[src/rtl/conv_frame_ctrl_pkg.sv]
// Shared types and defaults for the Sobel frame sequencer.
package conv_frame_ctrl_pkg;

  typedef enum logic [2:0] {
    WAIT_IDLE,
    WAIT_SOF,
    PRIME,
    RUN,
    DONE
  } state_e;

  localparam int unsigned CNT_W        = 11;
  localparam int unsigned IMG_W_DEF    = 640;
  localparam int unsigned IMG_H_DEF    = 480;
  localparam int unsigned PIPE_LAT_DEF = 3;

endpackage : conv_frame_ctrl_pkg

[src/rtl/conv_frame_ctrl_valid_delay.sv]
// Window-flag alignment: 2-bit shift register of configurable depth.
module valid_delay #(
  parameter int unsigned DEPTH = 3
) (
  input  logic       clk,
  input  logic       clr,
  input  logic [1:0] din,
  output logic [1:0] dout
);

  logic [1:0] sr_q [DEPTH];
  logic [1:0] sr_d [DEPTH];

  always_comb begin
    sr_d[0] = din;
    for (int unsigned i = 1; i < DEPTH; i++) begin
      sr_d[i] = sr_q[i-1];
    end
  end

  always_ff @(posedge clk) begin
    if (clr) begin
      for (int unsigned i = 0; i < DEPTH; i++) begin
        sr_q[i] <= '0;
      end
    end else begin
      for (int unsigned i = 0; i < DEPTH; i++) begin
        sr_q[i] <= sr_d[i];
      end
    end
  end

  assign dout = sr_q[DEPTH-1];

endmodule : valid_delay

[src/rtl/conv_frame_ctrl.sv]
// Frame sequencer: pixel coordinates, window flags, mode latching, frame errors.
module conv_frame_ctrl
  import conv_frame_ctrl_pkg::*;
#(
  parameter int unsigned IMG_W    = IMG_W_DEF,
  parameter int unsigned IMG_H    = IMG_H_DEF,
  parameter int unsigned PIPE_LAT = PIPE_LAT_DEF,
  parameter int unsigned CW       = CNT_W
) (
  input  logic          iCLK,
  input  logic          iRST,
  input  logic          iFVAL,
  input  logic          iDVAL,
  input  logic          iSW,
  input  logic          iSW1,
  output logic          oMODE_EDGE,
  output logic          oMODE_HORZ,
  output logic [CW-1:0] oCOL,
  output logic [CW-1:0] oROW,
  output logic          oWIN_VAL,
  output logic          oBORDER,
  output logic          oSOF,
  output logic          oEOF,
  output logic          oFRAME_ERR
);

  localparam logic [CW-1:0] COL_LAST = CW'(IMG_W - 1);
  localparam logic [CW-1:0] ROW_LAST = CW'(IMG_H - 1);
  localparam logic [CW-1:0] ROW_ONE  = CW'(1);
  localparam logic [CW-1:0] TWO      = CW'(2);

  state_e        state_q, state_d;
  logic          fval_q;
  logic [CW-1:0] col_q, col_d;
  logic [CW-1:0] row_q, row_d;
  logic          mode_edge_q, mode_edge_d;
  logic          mode_horz_q, mode_horz_d;
  logic          long_err_q, long_err_d;

  logic          accept;
  logic          fval_rise;
  logic          col_last;
  logic          row_last;
  logic          sof;
  logic          eof;
  logic          interior;
  logic          frame_err;
  logic [1:0]    flag_in;
  logic [1:0]    flag_out;

  always_comb begin
    accept    = iDVAL && ((state_q == PRIME) || (state_q == RUN));
    fval_rise = iFVAL && !fval_q;
    col_last  = (col_q == COL_LAST);
    row_last  = (row_q == ROW_LAST);
    sof       = accept && (col_q == '0) && (row_q == '0);
    eof       = accept && col_last && row_last;
    interior  = (col_q >= TWO) && (row_q >= TWO);
    flag_in   = {accept && interior, accept && !interior};
  end

  // An EOF accept coinciding with the iFVAL fall is a complete frame,
  // so the EOF branches are tested before the short-frame error.
  always_comb begin
    state_d     = state_q;
    col_d       = col_q;
    row_d       = row_q;
    mode_edge_d = mode_edge_q;
    mode_horz_d = mode_horz_q;
    long_err_d  = long_err_q;
    frame_err   = 1'b0;

    if (accept) begin
      if (col_last) begin
        col_d = '0;
        row_d = row_last ? '0 : row_q + 1'b1;
      end else begin
        col_d = col_q + 1'b1;
      end
    end

    case (state_q)
      WAIT_IDLE: begin
        if (!iFVAL) state_d = WAIT_SOF;
      end
      WAIT_SOF: begin
        if (fval_rise) begin
          mode_edge_d = iSW;
          mode_horz_d = iSW1;
          col_d       = '0;
          row_d       = '0;
          long_err_d  = 1'b0;
          state_d     = PRIME;
        end
      end
      PRIME: begin
        if (eof) begin
          state_d = iFVAL ? DONE : WAIT_SOF;
        end else if (!iFVAL) begin
          frame_err = 1'b1;
          state_d   = WAIT_SOF;
        end else if (accept && col_last && (row_q == ROW_ONE)) begin
          state_d = RUN;
        end
      end
      RUN: begin
        if (eof) begin
          state_d = iFVAL ? DONE : WAIT_SOF;
        end else if (!iFVAL) begin
          frame_err = 1'b1;
          state_d   = WAIT_SOF;
        end
      end
      DONE: begin
        if (!iFVAL) begin
          state_d = WAIT_SOF;
        end else if (iDVAL && !long_err_q) begin
          frame_err  = 1'b1;
          long_err_d = 1'b1;
        end
      end
      default: state_d = WAIT_IDLE;
    endcase
  end

  always_ff @(posedge iCLK) begin
    if (iRST) begin
      state_q     <= WAIT_IDLE;
      fval_q      <= 1'b0;
      col_q       <= '0;
      row_q       <= '0;
      mode_edge_q <= 1'b0;
      mode_horz_q <= 1'b0;
      long_err_q  <= 1'b0;
    end else begin
      state_q     <= state_d;
      fval_q      <= iFVAL;
      col_q       <= col_d;
      row_q       <= row_d;
      mode_edge_q <= mode_edge_d;
      mode_horz_q <= mode_horz_d;
      long_err_q  <= long_err_d;
    end
  end

  valid_delay #(
    .DEPTH(PIPE_LAT)
  ) u_valid_delay (
    .clk  (iCLK),
    .clr  (iRST),
    .din  (flag_in),
    .dout (flag_out)
  );

  assign oMODE_EDGE = mode_edge_q;
  assign oMODE_HORZ = mode_horz_q;
  assign oCOL       = col_q;
  assign oROW       = row_q;
  assign oWIN_VAL   = flag_out[1];
  assign oBORDER    = flag_out[0];
  assign oSOF       = sof;
  assign oEOF       = eof;
  assign oFRAME_ERR = frame_err;

endmodule : conv_frame_ctrl
[config.mk]
export PLATFORM = sky130hd
export DESIGN_NAME = conv_frame_ctrl
export DESIGN_NICKNAME = d
export VERILOG_FILES = /design/src/rtl/conv_frame_ctrl_pkg.sv /design/src/rtl/conv_frame_ctrl_valid_delay.sv /design/src/rtl/conv_frame_ctrl.sv
export SDC_FILE = /design/constraint.sdc
export NUM_CORES = 1
export LEC_CHECK = 0
export CAP_MARGIN = 20
export CORE_MARGIN = 4
export CORE_UTILIZATION = 40
export DETAILED_ROUTE_END_ITERATION = 6
export GPL_ROUTABILITY_DRIVEN = 0
export GPL_TIMING_DRIVEN = 1
export PLACE_DENSITY = 0.67
export SLEW_MARGIN = 20
export SYNTH_ARGS = -nofsm -noshare
export SYNTH_HDL_FRONTEND = slang
export SYNTH_SLANG_ARGS = --single-unit
[constraint.sdc]
create_clock -name iCLK -period 2.85 [get_ports iCLK]
set_input_delay 0.285 -clock iCLK [delete_from_list [all_inputs] [get_ports iCLK]]
set_output_delay 0.285 -clock iCLK [all_outputs]
set_load 0.02 [all_outputs]
==> flow_summary.json, run 1 <==
{
  "status": "completed",
  "clock_sinks": 35,
  "crit_fanout": 7,
  "timing.critical_path.to": "oEOF",
  "routed_wire_length_per_instance_microns": 14.1,
  "synthXorXnorAreaFrac_pct": 4.03,
  "synth_seq_cells": 35,
  "post_cts_hold_buffer_count": 0,
  "tightestPinTransition_ns": 0.473,
  "compound_gate_fraction_of_synth_area_pct": 12.9,
  "post-place-ws_ns": 0.0767,
  "placement_rows": 23,
  "tritonroute_pass_1_iters": 4,
  "rsz_0062_raised_after_global_routing": "no",
  "clockBufferDepth": 2,
  "overall_power_mw": 0.943,
  "timing.critical_path.from": "oCOL[7]",
  "arithmetic_cell_share_of_the_synthesized_area_counting_full_adders_half_adders_and_majority_gates_pct": 5.04,
  "cts_root_buf": "sky130_fd_sc_hd__clkbuf_8",
  "timing_max_transition_violations_final": 0,
  "power_per_cell_area_nw_per_um2": 418,
  "grt_usage_pct": 16.6,
  "p_leak_nw": 0.834,
  "nNetsFinal": 260,
  "tritoncts.num_buffers": 5,
  "drt-total-wl_mm": 4.21,
  "chipWidth_microns": 73.9,
  "h-tree-depth": 2,
  "stdcell_count": 298,
  "endpoint_of_the_most_critical_register_to_register_path": "state_q[0]",
  "io_pins": 35,
  "avgViaCountPerCell": 5.39,
  "final_setup_violation_count": 0,
  "critical_path_class": "reg -> out",
  "finish.utilization_pct": 54.8,
  "cts.reportedPaths.clkPinSlew_ns": 0.07,
  "maxCapViolCount": 0,
  "critical_path_cell_count": 4,
  "yosysSeqAreaShare_pct": 40.3,
  "tns_ns": 0,
  "main_combinational_cell_family_by_area_after_synthesis": "simple AND/OR/NAND/NOR gates",
  "antenna_cells_inserted": 0,
  "clock-skew-final_ns": 0.00343,
  "antenna_found_initial": 0,
  "timing.max_slew.rel_slack_pct": 68.4,
  "final_layout_size_suffix_gt1_share_pct": 7.66,
  "startpoint_type": "flop",
  "timing.rr.start": "oCOL[7]",
  "power.ir.vdd_worst_mv": 0.265,
  "netlist_instances": 208,
  "hold_viol_final": 0,
  "postLayoutSetupSlackWorst_ns": 0.259,
  "detailroute.via_count": 1606,
  "synth.distinct_cells": 40,
  "grt_max_degree": 17,
  "yosysWarnings": 0,
  "cp.buffers_inverters": 1,
  "muxShareOfSynthArea_pct": 1.73,
  "layout_worst_path_cycle_share_pct": 90.9,
  "worstRegToRegCells": 5,
  "asyncSetResetFlopFracSynth_pct": 0,
  "final_cell_mix": "sky130_fd_sc_hd__dfxtp_1 (33), sky130_fd_sc_hd__clkdlybuf4s50_1 (31), sky130_fd_sc_hd__nor2_1 (17), sky130_fd_sc_hd__nand2_1 (15)",
  "synth_ff_type": "sky130_fd_sc_hd__dfxtp_1",
  "drtAntennaViolNets": 0,
  "flow.area_growth_from_synthesis_pct": 29.8,
  "dp_cells": 290,
  "series_of_cell_instances_along_the_critical_path": "or3_1 > or4_1 > nor4_1 > dlygate4sd2_1",
  "clkLatencyLatePin_ns": 0.28,
  "hpwlAfterDp_mm": 2.97,
  "die_area_sq_um": 5470,
  "yosys.area_share.simple_pct": 31.9,
  "drc": 0,
  "dr.first_iter.drc_count": 97,
  "cp_peak_stage_delay_ns": 0.55,
  "die_h_microns": 73.9,
  "syn_area_sq_um": 1740,
  "required_ns": 2.57,
  "cts_tree": "built",
  "cell_at_the_slowest_stage_of_the_critical_path": "sky130_fd_sc_hd__or4_1",
  "layout.filler_cells": 394,
  "most_frequent_standard_cell_in_the_layout_excluding_fill_and_tap_cells": "sky130_fd_sc_hd__dfxtp_1",
  "end_kind": "output pin",
  "fin_crit_ns": 2.59,
  "grt_pass1_wl_mm": 6.94,
  "start_util_pct": 42.3,
  "cp_top_family": "simple AND/OR/NAND/NOR gates",
  "coreArea_sq_um": 4120,
  "syn_area_per_cell_sq_um": 8.36,
  "synth_edf_count": 0,
  "critPathArrivalTime_ns": 2.31,
  "ff2ff_setup_slack_ns": 0.51,
  "max_clock_freq_mhz": 386,
  "first_global_vias": 1503,
  "placement.io_buffers": 34,
  "hold_class": "reg -> reg",
  "globalRoute.totalOverflow": 0,
  "mappedNetlistNets": 221
}
## how the worst min path moves through the flow
stage	start	end	depth (start not counted)
6_report	u_valid_delay.sr_q[0][2]	u_valid_delay.sr_q[0][4]	1
5_1_grt	u_valid_delay.sr_q[0][2]	u_valid_delay.sr_q[0][4]	1
4_1_cts	u_valid_delay.sr_q[0][2]	u_valid_delay.sr_q[0][4]	1
3_5_place_dp	u_valid_delay.sr_q[0][2]	u_valid_delay.sr_q[0][4]	1
3_3_place_gp	u_valid_delay.sr_q[0][2]	u_valid_delay.sr_q[0][4]	1
2_1_floorplan	iRST	fval_q	1
## worst register-to-register path, stage by stage (launching register included)
cell                      delay (ns)
sky130_fd_sc_hd__dfxtp_1        0.38
sky130_fd_sc_hd__or4b_1         0.54
sky130_fd_sc_hd__or4_1          0.46
sky130_fd_sc_hd__buf_4          0.22
sky130_fd_sc_hd__or4_1          0.50
sky130_fd_sc_hd__o211a_1        0.13
## per-layer routing
layer | share of wire [%] | global-route usage [%] | wire length [microns]
met1 | 50 | 22.8 | 2100
met2 | 45 | 24.1 | 1900
met3 | 4.2 | 5.27 | 176
met4 | 0.76 | 6.64 | 32
met5 | 0 | 0 | 0
## registers in the layout, summed over array words and instances, names as in the netlist
name,flops
oROW,11
fval_q,1
state_q,3
oCOL,11
u_valid_delay.sr_q,6
long_err_q,1
oMODE_HORZ,1
oMODE_EDGE,1
## Yosys cell counts, drive strengths merged, types with 2 or more instances
cell type | n | share of area (%)
a21oi | 15 | 4.5
dfxtp | 35 | 40
o21ai | 15 | 4.5
or4 | 8 | 3.7
ha | 7 | 5.0
and3 | 2 | 0.72
nor3 | 3 | 0.86
o31ai | 2 | 0.86
nand4 | 5 | 1.8
nor2 | 17 | 3.7
nand3 | 12 | 3.5
nand2 | 15 | 3.2
inv | 11 | 2.4
or3 | 14 | 5.0
and2 | 4 | 1.4
and4 | 2 | 1.0
xnor2 | 5 | 2.5
xor2 | 3 | 1.5
clkbuf | 3 | 0.65
nor4 | 4 | 1.4
nor2b | 5 | 1.8
buf | 4 | 1.2
mux2i | 3 | 1.7
## timing repair
action,in CTS,in global routing
hold endpoints to repair,0,0
setup buffers,0,0
setup endpoints to repair,2,2
gates resized for setup,3,4
pin swaps,0,0
## stage by stage
stage,instance area (sq um),hold WS (ns)
2_1_floorplan,1740,0.359
3_3_place_gp,2150,0.424
3_5_place_dp,2150,0.424
4_1_cts,2250,0.440
5_1_grt,2260,0.457
6_report,2260,0.440
## logic make-up after synthesis
logic type / Yosys count
adders and majority gates: 7
DFF: 35
AOI/OAI and AO/OA: 38
xor gates and xnor gates: 8
and+or+nand+nor: 99
buffers and inverters: 18
muxes: 3
## report_power, final
group / total, mW / internal (mW) / switching, mW
clock network: 0.401 / 0.221 / 0.181
registers: 0.497 / 0.493 / 0.00372
logic: 0.0450 / 0.0188 / 0.0262
total: 0.943 / 0.732 / 0.211
## final cells by class
type | count | area, sq um | area share [%]
Sequential cell | 35 | 703 | 31.2
Clock buffer | 8 | 100 | 4.43
Timing Repair Buffer | 39 | 382 | 16.9
Tap cell | 50 | 62.6 | 2.77
Multi-Input combinational cell | 155 | 968 | 42.9
Inverter | 11 | 41.3 | 1.83
Note: power is estimated with default switching activity, not from simulation.
==> inputs of run 2 (changes only) <==
--- a/config.mk
+++ b/config.mk
@@ -6,6 +6,7 @@
 export NUM_CORES = 1
 export LEC_CHECK = 0
 export CAP_MARGIN = 20
+export CORE_ASPECT_RATIO = 1.25
 export CORE_MARGIN = 4
 export CORE_UTILIZATION = 40
 export DETAILED_ROUTE_END_ITERATION = 6
==> constraint.sdc (replaced) <==
create_clock -name iCLK -period 2.85 [get_ports iCLK]
set_input_delay 0.285 -clock iCLK [delete_from_list [all_inputs] [get_ports iCLK]]
set_output_delay 0.285 -clock iCLK [all_outputs]
set_load 0.005 [all_outputs]
==> run 2 against run 1 <==
Effect of this change: routed wire length fell by 3.9%; cell count rose by 1.7%; sequential share of layout area fell by 0.59 points; critical path depth did not move; combinational power fell by 7.6%; die area rose by 0.11%; utilization rose by 0.84 points; sequential power barely moved; power rose by 14%; setup slack got worse by 0.11 ns; highest routed layer unchanged.
==> flow_summary.json, run 2 (synthesis results as in run 1) <==
{
  "crit_fanout": 6,
  "end_kind": "output pin",
  "detailroute.via_count": 1584,
  "tritoncts.num_buffers": 5,
  "required_ns": 2.57,
  "layout_worst_path_cycle_share_pct": 94.8,
  "series_of_cell_instances_along_the_critical_path": "or3_1 > or4_1 > nor3_2 > clkdlybuf4s50_1",
  "drtAntennaViolNets": 0,
  "cts.reportedPaths.clkPinSlew_ns": 0.07,
  "drt-total-wl_mm": 4.05,
  "fin_crit_ns": 2.70,
  "worstHoldStart": "u_valid_delay.sr_q[0][3]",
  "clock-skew-final_ns": 0.00245,
  "rsz_0062_raised_after_global_routing": "no",
  "worst_hold_path_ep": "u_valid_delay.sr_q[0][5]",
  "drc": 0,
  "antenna_found_initial": 0,
  "startpoint_type": "flop",
  "p_leak_nw": 0.806,
  "first_global_vias": 1502,
  "tightestPinTransition_ns": 0.452,
  "hold_class": "reg -> reg",
  "chipWidth_microns": 67.0,
  "timing.max_slew.rel_slack_pct": 69.9,
  "routed_wire_length_per_instance_microns": 13.4,
  "cts_tree": "built",
  "timing_max_transition_violations_final": 0,
  "dr.first_iter.drc_count": 74,
  "nNetsFinal": 259,
  "status": "completed",
  "tns_ns": 0,
  "fin_hold_ws_ns": 0.441,
  "maxCapViolCount": 0,
  "met1_usage_pct": 21.2,
  "cell_at_the_slowest_stage_of_the_critical_path": "sky130_fd_sc_hd__or4_1",
  "io_pins": 35,
  "critPathArrivalTime_ns": 2.42,
  "avgViaCountPerCell": 5.23,
  "most_frequent_standard_cell_in_the_layout_excluding_fill_and_tap_cells": "sky130_fd_sc_hd__clkdlybuf4s50_1",
  "busiest_layer": "met2",
  "power_per_cell_area_nw_per_um2": 468,
  "h-tree-depth": 2,
  "placement_rows": 26,
  "final_layout_size_suffix_gt1_share_pct": 8.50,
  "timing.rr.start": "oCOL[7]",
  "grt.met2_usage_pct": 25.1,
  "clockBufferDepth": 2,
  "post_cts_hold_buffer_count": 0,
  "die_area_sq_um": 5470,
  "power.ir.vdd_worst_mv": 0.288,
  "ff2ff_setup_slack_ns": 0.54,
  "cp_peak_stage_delay_ns": 0.59,
  "cts_resizes": 0,
  "endpoint_of_the_most_critical_register_to_register_path": "state_q[0]",
  "cp.buffers_inverters": 1,
  "start_util_pct": 42.1,
  "cts_root_buf": "sky130_fd_sc_hd__clkbuf_8",
  "grt_usage_pct": 16.2,
  "final_cell_mix": "sky130_fd_sc_hd__clkdlybuf4s50_1 (34), sky130_fd_sc_hd__dfxtp_1 (33), sky130_fd_sc_hd__nor2_1 (17), sky130_fd_sc_hd__nand2_1 (15)",
  "worstRegToRegCells": 5,
  "hpwlAfterDp_mm": 2.89,
  "layout.filler_cells": 416,
  "critical_path_class": "reg -> out",
  "clkLatencyLatePin_ns": 0.29,
  "placement.io_buffers": 34,
  "coreArea_sq_um": 4130,
  "die_h_microns": 81.7,
  "tritonroute_pass_1_iters": 7,
  "post-cts-setup-buffers": 0,
  "clock_sinks": 35,
  "hold_viol_final": 0,
  "timing.hold.worst_path_depth": 1,
  "grt.met3_usage_pct": 4.51,
  "finish.utilization_pct": 55.7,
  "globalRoute.totalOverflow": 0,
  "max_clock_freq_mhz": 370,
  "final_setup_violation_count": 0,
  "grt_pass1_wl_mm": 6.82,
  "antenna_cells_inserted": 0,
  "flow.area_growth_from_synthesis_pct": 32.3,
  "grt_max_degree": 17,
  "critical_path_cell_count": 4,
  "cp_top_family": "simple AND/OR/NAND/NOR gates"
}
==> run 2: cell types whose count changed in the layout (fill, tap and decap cells not counted), moves of 2 or more <==
cell / previous run / this run
sky130_fd_sc_hd__clkbuf_8: 7 / 5
sky130_fd_sc_hd__clkdlybuf4s50_1: 31 / 34
sky130_fd_sc_hd__bufinv_16: 0 / 2
sky130_fd_sc_hd__dlymetal6s2s_1: 2 / 0
==> run 2: worst reg2reg max path, cell delays in order (launching register included) <==
cell and delay, ns:
sky130_fd_sc_hd__dfxtp_1 0.37, sky130_fd_sc_hd__or4b_1 0.53, sky130_fd_sc_hd__or4_1 0.45, sky130_fd_sc_hd__buf_4 0.22
sky130_fd_sc_hd__or4_1 0.51, sky130_fd_sc_hd__o211a_1 0.14
==> run 2: area by class of cell <==
cell class | instances | area [sq um] | area share (%)
multi-input combinational | 155 | 980 | 42.6
sequential | 35 | 703 | 30.6
timing repair buffer | 38 | 370 | 16.1
tap | 56 | 70.1 | 3.05
clock buffer | 5 | 68.8 | 2.99
clock inverter | 3 | 67.6 | 2.94
inverter | 11 | 41.3 | 1.79
==> run 2: how the worst max path moves through the flow <==
stage / to / start
6_report: oSOF / oROW[5]
5_1_grt: oSOF / oROW[7]
4_1_cts: oFRAME_ERR / oCOL[1]
3_5_place_dp: oEOF / iDVAL
3_3_place_gp: oEOF / iDVAL
2_1_floorplan: oFRAME_ERR / oCOL[7]
==> run 2: metal layers <==
metal	vias to the layer above	share of wire (%)
li1	824	-
met1	728	48
met2	26	47
met3	6	3.2
met4	0	1.5
met5	-	0
==> run 2: power by group <==
| group | internal [mW] | switching [mW] | total [mW] |
|---|---|---|---|
| Sequential | 0.493 | 0.00370 | 0.496 |
| Combinational | 0.0181 | 0.0235 | 0.0416 |
| Clock | 0.349 | 0.190 | 0.539 |
==> run 2: per-stage QoR <==
stage / setup WS (ns) / cells / cell area, sq um / power, mW
floorplan: 0.711 / 208 / 1740 / 0.530
global placement: 0.185 / 295 / 2150 / 0.549
detailed placement: 0.154 / 295 / 2150 / 0.549
CTS: 0.0739 / 303 / 2280 / 1.08
global route: 0.0359 / 303 / 2300 / 1.11
finish: 0.149 / 303 / 2300 / 1.08
==> inputs of run 3 (changes only) <==
==> constraint.sdc (replaced) <==
create_clock -name iCLK -period 3.46 [get_ports iCLK]
set_input_delay 0.346 -clock iCLK [delete_from_list [all_inputs] [get_ports iCLK]]
set_output_delay 0.346 -clock iCLK [all_outputs]
set_load 0.005 [all_outputs]
==> run 3 against run 2 <==
Effect of this change: routed wire length fell by 2.6%; cell count fell by 0.66%; global-route usage fell by 0.14 points; sequential cell count did not move; clock skew rose by 0.0060 ns; final area fell by 2.4%; highest routed layer unchanged.
==> flow_summary.json, run 3 (synthesis results as in run 1) <==
{
  "start_util_pct": 42.1,
  "fin_hold_ws_ns": 0.443,
  "nNetsFinal": 257,
  "placement.io_buffers": 34,
  "postLayoutSetupSlackWorst_ns": 0.478,
  "clkLatencyLatePin_ns": 0.29,
  "tightestPinTransition_ns": 0.450,
  "grt_pass1_wl_mm": 6.68,
  "io_pins": 35,
  "critical_path_class": "reg -> out",
  "coreArea_sq_um": 4130,
  "cts_root_buf": "sky130_fd_sc_hd__clkbuf_8",
  "power.ir.vdd_worst_mv": 0.217,
  "crit_fanout": 7,
  "p_leak_nw": 0.787,
  "tritoncts.num_buffers": 5,
  "required_ns": 3.11,
  "final_cell_area_sq_um": 2250,
  "tritonroute_pass_1_iters": 4,
  "grt_usage_pct": 16.0,
  "drtAntennaViolNets": 0,
  "end_kind": "output pin",
  "drc": 0,
  "finish.utilization_pct": 54.4,
  "h-tree-depth": 2,
  "clockBufferDepth": 2,
  "hpwlAfterDp_mm": 2.89,
  "avgViaCountPerCell": 5.37,
  "globalRoute.totalOverflow": 0,
  "tns_ns": 0,
  "drt-total-wl_mm": 3.94,
  "final_cell_mix": "sky130_fd_sc_hd__dfxtp_1 (35), sky130_fd_sc_hd__clkdlybuf4s50_1 (34), sky130_fd_sc_hd__nor2_1 (17), sky130_fd_sc_hd__nand2_1 (15)",
  "first_global_vias": 1479,
  "placement_rows": 26,
  "cts_tree": "built",
  "antenna_cells_inserted": 0,
  "cts_resizes": 0,
  "final_setup_violation_count": 0,
  "fin_crit_ns": 2.98,
  "grt_max_degree": 17,
  "dr.first_iter.drc_count": 84,
  "antenna_found_initial": 0,
  "layout_worst_path_cycle_share_pct": 86.2,
  "die_h_microns": 81.7,
  "timing.max_slew.rel_slack_pct": 69.9,
  "die_area_sq_um": 5470,
  "maxCapViolCount": 0,
  "post-place-ws_ns": 0.498,
  "timing_max_transition_violations_final": 0,
  "most_frequent_standard_cell_in_the_layout_excluding_fill_and_tap_cells": "sky130_fd_sc_hd__dfxtp_1",
  "chipWidth_microns": 67.0,
  "post-cts-setup-buffers": 0,
  "clock_sinks": 35,
  "cts.reportedPaths.clkPinSlew_ns": 0.08,
  "rsz_0062_raised_after_global_routing": "no",
  "hold_viol_final": 0,
  "placed_area_sq_um": 2130,
  "post_cts_hold_buffer_count": 0,
  "routed_wire_length_per_instance_microns": 13.1,
  "flow.area_growth_from_synthesis_pct": 29.1,
  "detailroute.via_count": 1616,
  "status": "completed",
  "startpoint_type": "flop",
  "max_clock_freq_mhz": 335,
  "power_per_cell_area_nw_per_um2": 363,
  "critPathArrivalTime_ns": 2.64,
  "clock-skew-final_ns": 0.00846,
  "hold_class": "reg -> reg",
  "final_layout_size_suffix_gt1_share_pct": 5.71
}
run 3: layout make-up:
class,instances,area (sq um)
fill,415,1890
multi-input combinational,155,966
sequential,35,701
timing repair buffer,36,355
tap,56,70.1
clock buffer,5,68.8
clock inverter,3,43.8
inverter,11,41.3
run 3: final timing paths:
| kind | startpoint | end | slack (ns) | depth (start not counted) |
|---|---|---|---|---|
| worst min register to register | u_valid_delay.sr_q[0][2] | u_valid_delay.sr_q[0][4] | 0.44 | 1 |
| worst max-delay path | oCOL[1] | oEOF | 0.48 | 5 |
| worst min-delay path | u_valid_delay.sr_q[0][2] | u_valid_delay.sr_q[0][4] | 0.44 | 1 |
| worst max register to register | oCOL[1] | state_q[0] | 1.11 | 6 |
run 3: per-layer routing:
metal	wire, microns	global-route usage [%]
met5	0	0
met4	61	5.68
met3	179	4.38
met2	1850	26.2
met1	1850	20.1
run 3: where the power goes:
group	total, mW	switching [mW]	internal [mW]
clock network	0.372	0.157	0.215
registers	0.409	0.00298	0.406
logic	0.0339	0.0191	0.0148
total	0.815	0.179	0.635
run 3: worst max-delay path: stages (launching register included):
cell and delay (ns):
sky130_fd_sc_hd__dfxtp_1 0.44, sky130_fd_sc_hd__ha_1 0.32, sky130_fd_sc_hd__nand4_1 0.11, sky130_fd_sc_hd__or4_1 0.54
sky130_fd_sc_hd__nor4_1 0.38, sky130_fd_sc_hd__clkdlybuf4s50_1 0.56
run 3: through the flow:
stage,power (mW),instances
global placement,0.452,293
CTS,0.823,301
floorplan,0.437,208
detailed placement,0.452,293
finish,0.815,301
global route,0.845,301
